$ cat src/rtl/mips_data_arbiter_if.sv
// Bus bundle between the CPU data port, the DMA/loader port and data memory.
// The arbiter connects through the slave modport; the environment uses master.
interface mips_data_arbiter_if;
    logic [31:0] data_address;
    logic        data_write;
    logic        data_read;
    logic [31:0] data_writedata;
    logic [31:0] data_readdata;

    logic        dma_req;
    logic        dma_we;
    logic [31:0] dma_addr;
    logic [31:0] dma_wdata;
    logic        dma_gnt;
    logic [31:0] dma_rdata;
    logic        dma_rvalid;

    logic [31:0] mem_address;
    logic        mem_write;
    logic        mem_read;
    logic [31:0] mem_writedata;
    logic [31:0] mem_readdata;

    modport slave (
        input  data_address, data_write, data_read, data_writedata,
        output data_readdata,
        input  dma_req, dma_we, dma_addr, dma_wdata,
        output dma_gnt, dma_rdata, dma_rvalid,
        output mem_address, mem_write, mem_read, mem_writedata,
        input  mem_readdata
    );

    modport master (
        output data_address, data_write, data_read, data_writedata,
        input  data_readdata,
        output dma_req, dma_we, dma_addr, dma_wdata,
        input  dma_gnt, dma_rdata, dma_rvalid,
        input  mem_address, mem_write, mem_read, mem_writedata,
        output mem_readdata
    );
endinterface

$ cat src/rtl/mips_data_arbiter.sv
// Shares the data-memory port between the MIPS CPU and a DMA/loader.
// CPU has priority; the DMA is forced through after STARVE_MAX lost cycles.
module mips_data_arbiter #(
    parameter int unsigned STARVE_MAX = 4
) (
    input  logic        clk_i,
    input  logic        reset_i,
    input  logic        clk_enable_i,
    input  logic        cpu_active_i,
    output logic        cpu_clk_enable_o,
    output logic [31:0] stall_count_o,
    mips_data_arbiter_if.slave bus
);
    localparam logic [3:0] STARVE_LIM = 4'(STARVE_MAX);

    logic [3:0]  starve_q, starve_d;
    logic [31:0] stall_q, stall_d;
    logic [31:0] rdata_q, rdata_d;
    logic        rvalid_q, rvalid_d;

    logic cpu_req;
    logic xfer_en;
    logic dma_gnt;
    logic cpu_gnt;

    always_comb begin
        cpu_req = cpu_active_i & (bus.data_read | bus.data_write);
        xfer_en = clk_enable_i & ~reset_i;
        // Once the DMA has lost STARVE_MAX cycles in a row it wins the next contention.
        dma_gnt = xfer_en & bus.dma_req & (~cpu_req | (starve_q == STARVE_LIM));
        cpu_gnt = xfer_en & cpu_req & ~dma_gnt;
    end

    always_comb begin
        bus.mem_address   = 32'd0;
        bus.mem_writedata = 32'd0;
        bus.mem_write     = 1'b0;
        bus.mem_read      = 1'b0;
        if (dma_gnt) begin
            bus.mem_address   = bus.dma_addr;
            bus.mem_writedata = bus.dma_wdata;
            bus.mem_write     = bus.dma_we;
            bus.mem_read      = ~bus.dma_we;
        end else if (cpu_gnt) begin
            bus.mem_address   = bus.data_address;
            bus.mem_writedata = bus.data_writedata;
            bus.mem_write     = bus.data_write;
            bus.mem_read      = bus.data_read & ~bus.data_write;
        end
    end

    always_comb begin
        bus.data_readdata = bus.mem_readdata;
        bus.dma_gnt       = dma_gnt;
        bus.dma_rdata     = rdata_q;
        bus.dma_rvalid    = rvalid_q;
        cpu_clk_enable_o  = xfer_en & ~(cpu_req & dma_gnt);
        stall_count_o     = stall_q;
    end

    always_comb begin
        starve_d = starve_q;
        stall_d  = stall_q;
        rdata_d  = rdata_q;
        rvalid_d = 1'b0;
        if (clk_enable_i) begin
            if (dma_gnt || !bus.dma_req) begin
                starve_d = 4'd0;
            end else if (starve_q < STARVE_LIM) begin
                starve_d = starve_q + 4'd1;
            end
            if (cpu_req && dma_gnt) begin
                stall_d = stall_q + 32'd1;
            end
            if (dma_gnt && !bus.dma_we) begin
                rdata_d  = bus.mem_readdata;
                rvalid_d = 1'b1;
            end
        end
    end

    always_ff @(posedge clk_i) begin
        if (reset_i) begin
            starve_q <= 4'd0;
            stall_q  <= 32'd0;
            rdata_q  <= 32'd0;
            rvalid_q <= 1'b0;
        end else begin
            starve_q <= starve_d;
            stall_q  <= stall_d;
            rdata_q  <= rdata_d;
            rvalid_q <= rvalid_d;
        end
    end
endmodule

$ cat src/flat_wrapper.sv
// flat-port wrapper written by rule: the top's interface ports become plain ports
module mips_data_arbiter_flat 
#(
    parameter int unsigned STARVE_MAX = 4
)
  (clk_i, reset_i, clk_enable_i, cpu_active_i, cpu_clk_enable_o, stall_count_o, bus_data_address, bus_data_write, bus_data_read, bus_data_writedata, bus_data_readdata, bus_dma_req, bus_dma_we, bus_dma_addr, bus_dma_wdata, bus_dma_gnt, bus_dma_rdata, bus_dma_rvalid, bus_mem_address, bus_mem_write, bus_mem_read, bus_mem_writedata, bus_mem_readdata);
  mips_data_arbiter_if bus_i ();
  input  logic clk_i;
  input  logic reset_i;
  input  logic clk_enable_i;
  input  logic cpu_active_i;
  output logic cpu_clk_enable_o;
  output logic [31:0] stall_count_o;
  input wire logic [$bits(bus_i.data_address)-1:0] bus_data_address;
  input wire logic [$bits(bus_i.data_write)-1:0] bus_data_write;
  input wire logic [$bits(bus_i.data_read)-1:0] bus_data_read;
  input wire logic [$bits(bus_i.data_writedata)-1:0] bus_data_writedata;
  output wire logic [$bits(bus_i.data_readdata)-1:0] bus_data_readdata;
  input wire logic [$bits(bus_i.dma_req)-1:0] bus_dma_req;
  input wire logic [$bits(bus_i.dma_we)-1:0] bus_dma_we;
  input wire logic [$bits(bus_i.dma_addr)-1:0] bus_dma_addr;
  input wire logic [$bits(bus_i.dma_wdata)-1:0] bus_dma_wdata;
  output wire logic [$bits(bus_i.dma_gnt)-1:0] bus_dma_gnt;
  output wire logic [$bits(bus_i.dma_rdata)-1:0] bus_dma_rdata;
  output wire logic [$bits(bus_i.dma_rvalid)-1:0] bus_dma_rvalid;
  output wire logic [$bits(bus_i.mem_address)-1:0] bus_mem_address;
  output wire logic [$bits(bus_i.mem_write)-1:0] bus_mem_write;
  output wire logic [$bits(bus_i.mem_read)-1:0] bus_mem_read;
  output wire logic [$bits(bus_i.mem_writedata)-1:0] bus_mem_writedata;
  input wire logic [$bits(bus_i.mem_readdata)-1:0] bus_mem_readdata;
  assign bus_i.data_address = bus_data_address;
  assign bus_i.data_write = bus_data_write;
  assign bus_i.data_read = bus_data_read;
  assign bus_i.data_writedata = bus_data_writedata;
  assign bus_data_readdata = bus_i.data_readdata;
  assign bus_i.dma_req = bus_dma_req;
  assign bus_i.dma_we = bus_dma_we;
  assign bus_i.dma_addr = bus_dma_addr;
  assign bus_i.dma_wdata = bus_dma_wdata;
  assign bus_dma_gnt = bus_i.dma_gnt;
  assign bus_dma_rdata = bus_i.dma_rdata;
  assign bus_dma_rvalid = bus_i.dma_rvalid;
  assign bus_mem_address = bus_i.mem_address;
  assign bus_mem_write = bus_i.mem_write;
  assign bus_mem_read = bus_i.mem_read;
  assign bus_mem_writedata = bus_i.mem_writedata;
  assign bus_i.mem_readdata = bus_mem_readdata;
  mips_data_arbiter #(.STARVE_MAX(STARVE_MAX)) u_core (.clk_i(clk_i), .reset_i(reset_i), .clk_enable_i(clk_enable_i), .cpu_active_i(cpu_active_i), .cpu_clk_enable_o(cpu_clk_enable_o), .stall_count_o(stall_count_o), .bus(bus_i));
endmodule
$ cat config.mk
export PLATFORM = sky130hd
export DESIGN_NAME = mips_data_arbiter_flat
export DESIGN_NICKNAME = d
export VERILOG_FILES = /design/src/rtl/mips_data_arbiter_if.sv /design/src/rtl/mips_data_arbiter.sv /design/src/flat_wrapper.sv
export SDC_FILE = /design/constraint.sdc
export NUM_CORES = 1
export LEC_CHECK = 0
export CORE_AREA = 2 2 129 131
export CTS_BUF_LIST = sky130_fd_sc_hd__clkbuf_2 sky130_fd_sc_hd__clkbuf_4 sky130_fd_sc_hd__clkbuf_8
export CTS_CLUSTER_SIZE = 8
export DETAILED_ROUTE_END_ITERATION = 8
export DIE_AREA = 0 0 131 133
export PLACE_DENSITY = 0.69
export SETUP_SLACK_MARGIN = 0.2
export SLEW_MARGIN = 20
export SYNTH_ARGS = -nofsm -noshare
export SYNTH_HDL_FRONTEND = slang
export SYNTH_SLANG_ARGS = --single-unit
export TNS_END_PERCENT = 20
$ cat constraint.sdc
create_clock -name clk_i -period 2.45 [get_ports clk_i]
set_input_delay 0.49 -clock clk_i [delete_from_list [all_inputs] [get_ports clk_i]]
set_output_delay 0.49 -clock clk_i [all_outputs]
set_load 0.03 [all_outputs]
==> results of run 1 <==
cell type report:
type                       instances  area (um^2)
inverter                           4         15.0
sequential                        69         1380
timing repair buffer             392         4360
clock buffer                      10          138
fill                            1398         7130
multi-input combinational        313         2800
clock inverter                     6         71.3
antenna                            2         5.00
tap                              220          275
flip-flops by register name, summed over array words and instances (netlist names):
register,flops
u_core.bus.dma_rdata,32
u_core.bus.dma_rvalid,1
u_core.stall_count_o,32
u_core.starve_q,4
path summary, 6_finish.rpt:
kind,end,depth (start not counted),from
worst max-delay path,bus_mem_address[7],10,u_core.starve_q[0]
worst min-delay path,u_core.bus.dma_rdata[31],2,u_core.bus.dma_rdata[31]
worst max register to register,u_core.stall_count_o[24],9,u_core.starve_q[0]
worst min register to register,u_core.bus.dma_rdata[31],2,u_core.bus.dma_rdata[31]
tightest hold or removal path: cells and delay by family, from the launching register on:
kind	cells	cell delay, ns
AND/OR/NAND/NOR	1	0.07
multiplexers	1	0.06
flip-flops	1	0.33
kinds of logic after synthesis:
kind of cell | after synthesis | synth area share
AOI/OAI and AO/OA | 123 | 0.232
xor gates and xnor gates | 4 | 0.00876
adders and majority gates | 3 | 0.00939
buffers and inverters | 73 | 0.105
DFF | 69 | 0.345
muxes | 37 | 0.0942
and+or+nand+nor | 146 | 0.206
routing by layer:
metal  wire length [um]  track usage  vias to the layer above
li1                   -            -                     2371
met1               8510        0.284                     2356
met2              10700        0.391                      245
met3               2500       0.0890                       37
met4                643       0.0804                        4
met5                 27            0                        -
through the flow:
stage | hold WS, ns | utilization
CTS | 0.498 | 0.541
detailed placement | 0.482 | 0.483
finish | 0.492 | 0.559
floorplan | 0.472 | -
global route | 0.527 | 0.559
global placement | 0.471 | 0.483
repair_timing:
| action | 4_1_cts | 5_1_grt |
|---|---|---|
| setup endpoints to repair | 73 | 86 |
| pin swaps | 2 | 13 |
| setup buffers | 15 | 0 |
| gates resized for setup | 97 | 41 |
| cloned | 5 | 2 |
Yosys cell counts (5+ instances only):
cell type	count	area, um^2
sky130_fd_sc_hd__buf_4	32	240
sky130_fd_sc_hd__buf_2	7	35.0
sky130_fd_sc_hd__nand2_1	14	52.6
sky130_fd_sc_hd__nor4_1	8	50.1
sky130_fd_sc_hd__mux2_2	5	56.3
sky130_fd_sc_hd__clkbuf_1	21	78.8
sky130_fd_sc_hd__or4_1	16	120
sky130_fd_sc_hd__buf_1	7	26.3
sky130_fd_sc_hd__mux2i_1	32	320
sky130_fd_sc_hd__nor2_1	46	173
sky130_fd_sc_hd__o31ai_1	14	105
sky130_fd_sc_hd__o21ai_0	5	25.0
sky130_fd_sc_hd__nor2b_1	6	37.5
sky130_fd_sc_hd__a22o_1	64	561
sky130_fd_sc_hd__and3_1	6	37.5
sky130_fd_sc_hd__dfxtp_1	69	1380
sky130_fd_sc_hd__a21oi_1	26	130
sky130_fd_sc_hd__nand4_1	13	81.3
sky130_fd_sc_hd__nand3_1	13	65.1
power groups by stage:
stage	Sequential (W)	Combinational (W)	Clock, W
after floorplan	0.00118	0.000321	0
after global placement	0.00116	0.000871	0
after detailed placement	0.00116	0.000867	0
after CTS	0.00113	0.000970	0.00100
after global routing	0.00114	0.00103	0.00105
final	0.00113	0.000998	0.000984
==> results.sh, run 1 <==
export IMPL_result_of_the_run="complete, but fails checks"
export IMPL_failed_checks="setup timing"
export IMPL_switching_share=0.297
export IMPL_die_height_um=133
export IMPL_grt_max_degree=56
export IMPL_synth_edf_count=0
export IMPL_postSynthNetCount=626
export IMPL_wl_um=22400
export IMPL_leakagePower_nw=3.47
export IMPL_drt_initial_drc_count=248
export IMPL_post_route_cell_area_mm2=0.00904
export IMPL_antenna_found_initial=3
export IMPL_worst_setup_path_start_kind="flop"
export IMPL_worstPathMaxFanout=6
export IMPL_leftover_overflow_at_the_end_of_global_routing=0
export IMPL_initial_core_util=0.247
export IMPL_layout_cells_most_common="sky130_fd_sc_hd__clkdlybuf4s50_1"
export IMPL_critical_path_top_delay_family="buffers and inverters"
export IMPL_numPlacedInstances=976
export IMPL_gp_congestion=0.803
export IMPL_postSynthRegisterBits=69
export IMPL_totalPowerFinal_w=0.00312
export IMPL_yosysWarnings=0
export IMPL_pin_count=333
export IMPL_internal_power_w=0.00219
export IMPL_most_common_layout_cells="sky130_fd_sc_hd__clkdlybuf4s50_1 (257), sky130_fd_sc_hd__dfxtp_1 (67), sky130_fd_sc_hd__a22o_4 (47), sky130_fd_sc_hd__buf_6 (47), sky130_fd_sc_hd__nor2_1 (46)"
export IMPL_row_count=47
export IMPL_cts_root_to_sink_buffers=2
export IMPL_routed_via_count=5013
export IMPL_antenna_left=0
export IMPL_synthCells=455
export IMPL_vias_per_cell=4.93
export IMPL_finalWorstSetupSlack_ns=-0.151
export IMPL_fin_nets=960
export IMPL_drive_gt1_frac=0.304
export IMPL_cts_tree="yes"
export IMPL_cts_root_buf="sky130_fd_sc_hd__clkbuf_8"
export IMPL_min_path_type="reg2reg"
export IMPL_cts_buffers_inserted=9
export IMPL_synthArstFlopShare=0
export IMPL_dp_slack_ns=-0.258
export IMPL_number_of_remaining_drc_errors=0
export IMPL_die_width_um=131
export IMPL_final_max_slew_violation_count=0
export IMPL_post_syn_area_per_cell_um2=8.79
export IMPL_setup_violations_final=66
export IMPL_crit_arrival_ns=2.11
export IMPL_h_tree_depth=3
export IMPL_route_detailed_wl_per_inst_um=22.0
export IMPL_drt_first_pass_iters=4
export IMPL_hold_buffers=0
export IMPL_max_stage_delay_ns=0.34
export IMPL_critPathSlowestCell="sky130_fd_sc_hd__dfxtp_2"
export IMPL_grt_pass1_vias=4935
export IMPL_clkPwrFrac=0.316
export IMPL_power_share_combinational=0.320
export IMPL_crit_chain="inv_2, ha_4, and3b_2, a211oi_4, buf_4, buf_8, buf_6, buf_16, a22o_1, buf_6"
export IMPL_drv_cap=0
export IMPL_cp_required_ns=1.96
export IMPL_hpwl_um=16400
export IMPL_worst_setup_path_type="reg2out"
export IMPL_seq_area_frac_synth=0.345
export IMPL_worst_slew_pin_tran_ns=0.617
export IMPL_fmax_mhz=384
export IMPL_instances_no_fill=1016
export IMPL_switchingPower_w=0.000925
export IMPL_areaGrowthSynthToFinish_pct=126
export IMPL_timing_reg2reg_setup_slack_ns=0.16
export IMPL_maximum_clock_skew_at_final_layout_ns=0.0108
export IMPL_power_sequential_fraction=0.364
export IMPL_postPlaceCellArea_mm2=0.00782
export IMPL_irDropWorstVdd_mv=0.255
export IMPL_final_hold_violation_count=0
export IMPL_relSlewSlack=0.588
export IMPL_design_core_area_mm2=0.0162
export IMPL_tritoncts_num_sinks=69
export IMPL_pwr_density_cell_mw_per_mm2=345
export IMPL_floorplan_die_area_mm2=0.0174
export IMPL_shortest_period_the_worst_path_allows_ns=2.60
export IMPL_grt_setup_unrepaired="yes"
export IMPL_synth_cell_type_count=43
export IMPL_synthFlopType="sky130_fd_sc_hd__dfxtp_1"
export IMPL_grt_first_pass_wirelength_um=31000
export IMPL_crit_buf_inv=6
export IMPL_grt_total_usage=0.238
export IMPL_clk_insertion_delay_late_ns=0.36
export IMPL_cts_clk_slew_worst_paths_ns=0.08
export IMPL_syn_cell_area_mm2=0.00400
export IMPL_final_setup_tns_ns=-6.36
export IMPL_setup_worst_path_end_class="output pin"
export IMPL_portBuffers=332
export IMPL_critical_path_most_common_cell="sky130_fd_sc_hd__buf_6"
export IMPL_layout_worst_path_cycle_share=1.06
Note: power is estimated with default switching activity, not from simulation.
==> run 2, diff against run 1 <==
==> constraint.sdc (replaced) <==
create_clock -name clk_i -period 2.45 [get_ports clk_i]
set_input_delay 0.245 -clock clk_i [delete_from_list [all_inputs] [get_ports clk_i]]
set_output_delay 0.245 -clock clk_i [all_outputs]
set_load 0.03 [all_outputs]
==> run 2 against run 1 <==
Effect of this change: the flow now finishes without violations; count of clock-buffer cells in the layout up 1; clock skew hardly changed; worst hold slack worse by 0.00075 ns; critical path depth unchanged; first-iteration DRC count is 10% higher; via count down 2.8%; combinational power fell by 5.7%; utilization is 3.4 points lower; sequential share of layout area increased by 0.98 points; sequential power barely moved; flip-flop and latch count stayed put; design area decreased by 6.0%; largest power group unchanged; highest routed layer unchanged.
==> results.sh, run 2 (synthesis gave the netlist of run 1 again) <==
export IMPL_totalPowerFinal_w=0.00310
export IMPL_drt_initial_drc_count=273
export IMPL_critical_path_top_delay_family="buffers and inverters"
export IMPL_cts_tree="yes"
export IMPL_final_max_slew_violation_count=0
export IMPL_areaGrowthSynthToFinish_pct=113
export IMPL_drt_first_pass_iters=4
export IMPL_instances_no_fill=991
export IMPL_min_path_type="reg2reg"
export IMPL_antenna_left=0
export IMPL_tritoncts_num_sinks=69
export IMPL_relSlewSlack=0.500
export IMPL_initial_core_util=0.247
export IMPL_cp_required_ns=2.20
export IMPL_fin_util=0.525
export IMPL_crit_arrival_ns=2.18
export IMPL_cts_root_to_sink_buffers=2
export IMPL_numPlacedInstances=958
export IMPL_route_detailed_wl_per_inst_um=20.6
export IMPL_fmax_mhz=413
export IMPL_power_sequential_fraction=0.365
export IMPL_clkPwrFrac=0.332
export IMPL_antenna_found_initial=6
export IMPL_multiInputGateArea_mm2=0.00247
export IMPL_portBuffers=332
export IMPL_die_height_um=133
export IMPL_switchingPower_w=0.000858
export IMPL_max_stage_delay_ns=0.34
export IMPL_hpwl_um=15600
export IMPL_irDropWorstVdd_mv=0.266
export IMPL_floorplan_die_area_mm2=0.0174
export IMPL_leakagePower_nw=3.13
export IMPL_worst_setup_path_start_kind="flop"
export IMPL_row_count=47
export IMPL_most_common_layout_cells="sky130_fd_sc_hd__clkdlybuf4s50_1 (263), sky130_fd_sc_hd__dfxtp_1 (67), sky130_fd_sc_hd__nor2_1 (45)"
export IMPL_internal_power_w=0.00225
export IMPL_crit_buf_inv=6
export IMPL_reg_area_mm2=0.00138
export IMPL_final_hold_violation_count=0
export IMPL_cts_clk_slew_worst_paths_ns=0.07
export IMPL_die_width_um=131
export IMPL_clk_insertion_delay_late_ns=0.35
export IMPL_cts_root_buf="sky130_fd_sc_hd__clkbuf_8"
export IMPL_h_tree_depth=3
export IMPL_critical_path_most_common_cell="sky130_fd_sc_hd__buf_6"
export IMPL_routed_via_count=4873
export IMPL_layout_worst_path_cycle_share=0.988
export IMPL_shortest_period_the_worst_path_allows_ns=2.42
export IMPL_layout_cells_most_common="sky130_fd_sc_hd__clkdlybuf4s50_1"
export IMPL_critPathSlowestCell="sky130_fd_sc_hd__dfxtp_2"
export IMPL_worst_setup_path_type="reg2out"
export IMPL_drv_cap=0
export IMPL_grt_pass1_vias=4700
export IMPL_leftover_overflow_at_the_end_of_global_routing=0
export IMPL_grt_max_degree=73
export IMPL_final_fill_count=1505
export IMPL_timing_rr_start="u_core.starve_q[1]"
export IMPL_worst_slew_pin_tran_ns=0.751
export IMPL_grt_first_pass_wirelength_um=29100
export IMPL_result_of_the_run="finished, final reports clean"
export IMPL_design_core_area_mm2=0.0162
export IMPL_setup_violations_final=0
export IMPL_power_share_combinational=0.303
export IMPL_grt_setup_unrepaired="yes"
export IMPL_vias_per_cell=4.92
export IMPL_gp_congestion=0.816
export IMPL_maximum_clock_skew_at_final_layout_ns=0.0105
export IMPL_fin_nets=936
export IMPL_timing_reg2reg_setup_slack_ns=0.33
export IMPL_switching_share=0.276
export IMPL_launching_instance_or_port_of_the_critical_path="u_core.starve_q[1]"
export IMPL_worstPathMaxFanout=9
export IMPL_number_of_remaining_drc_errors=0
export IMPL_grt_total_usage=0.228
export IMPL_crit_chain="inv_2, ha_4, and3b_2, a211oi_4, buf_6, buf_6, buf_12, buf_16, a22o_1, buf_6"
export IMPL_hp_start="u_core.bus.dma_rdata[4]"
export IMPL_drive_gt1_frac=0.221
export IMPL_pin_count=333
export IMPL_setup_worst_path_end_class="output pin"
export IMPL_pwr_density_cell_mw_per_mm2=365
export IMPL_cts_buffers_inserted=9
export IMPL_wl_um=20400
-- run 2: cell count changes in the layout (fill, tap and decap cells not counted), sizes merged --
cell,before,now
inv,5,4
diode,2,1
dlymetal6s2s,1,0
buf,126,104
clkinv,2,3
clkdlybuf4s50,257,263
bufbuf,1,0
bufinv,1,2
clkinvlp,2,0
dlygate4sd2,5,0
-- run 2: power groups by stage --
stage	clock, W	sequential, W	combinational [W]
after floorplan	0	0.00118	0.000312
after global placement	0	0.00116	0.000844
after detailed placement	0	0.00116	0.000846
after CTS	0.00105	0.00113	0.000917
after global routing	0.00111	0.00114	0.000980
final	0.00103	0.00113	0.000941
-- run 2: stage by stage --
step / setup TNS, ns / setup slack, ns / instance area [um^2] / hold WS [ns]
CTS: 0 / 0.0546 / 8290 / 0.495
floorplan: 0 / 0.196 / 4010 / 0.392
finish: 0 / 0.0290 / 8500 / 0.491
detailed placement: 0 / 0.0348 / 7620 / 0.481
global route: -0.727 / -0.0564 / 8500 / 0.518
global placement: 0 / 0.108 / 7620 / 0.472
-- run 2: worst reg2reg max path, stage by stage (launching register included) --
cell and delay, ns:
sky130_fd_sc_hd__dfxtp_2 0.33, sky130_fd_sc_hd__inv_2 0.07, sky130_fd_sc_hd__ha_4 0.13, sky130_fd_sc_hd__buf_4 0.11, sky130_fd_sc_hd__nand3b_4 0.16, sky130_fd_sc_hd__or3_4 0.42
sky130_fd_sc_hd__buf_12 0.18, sky130_fd_sc_hd__or4_1 0.50, sky130_fd_sc_hd__a21oi_1 0.15
-- run 2: worst paths after layout --
kind | end | cells after the start
worst max register to register | u_core.stall_count_o[12] | 8
worst min-delay path | u_core.bus.dma_rdata[4] | 2
worst min register to register | u_core.bus.dma_rdata[4] | 2
worst max-delay path | bus_mem_address[7] | 10
-- run 2: layout make-up --
class | count | area share
Antenna cell | 1 | 0.000294
Clock buffer | 11 | 0.0163
Clock inverter | 5 | 0.00883
Inverter | 4 | 0.00177
Multi-Input combinational cell | 313 | 0.290
Sequential cell | 69 | 0.163
Tap cell | 220 | 0.0324
Timing Repair Buffer | 368 | 0.487
-- run 2: routing by layer --
layer	wire, um	vias up	global-route usage
li1	-	2328	-
met1	8130	2300	0.281
met2	10300	210	0.386
met3	1610	25	0.0647
met4	351	10	0.0638
met5	69	-	0
-- run 2: timing repair --
action	CTS	global route
setup buffers	9	0
setup endpoints to repair	66	69
pin swaps	9	18
cloned	6	1
gates resized for setup	46	34
hold buffers	0	0
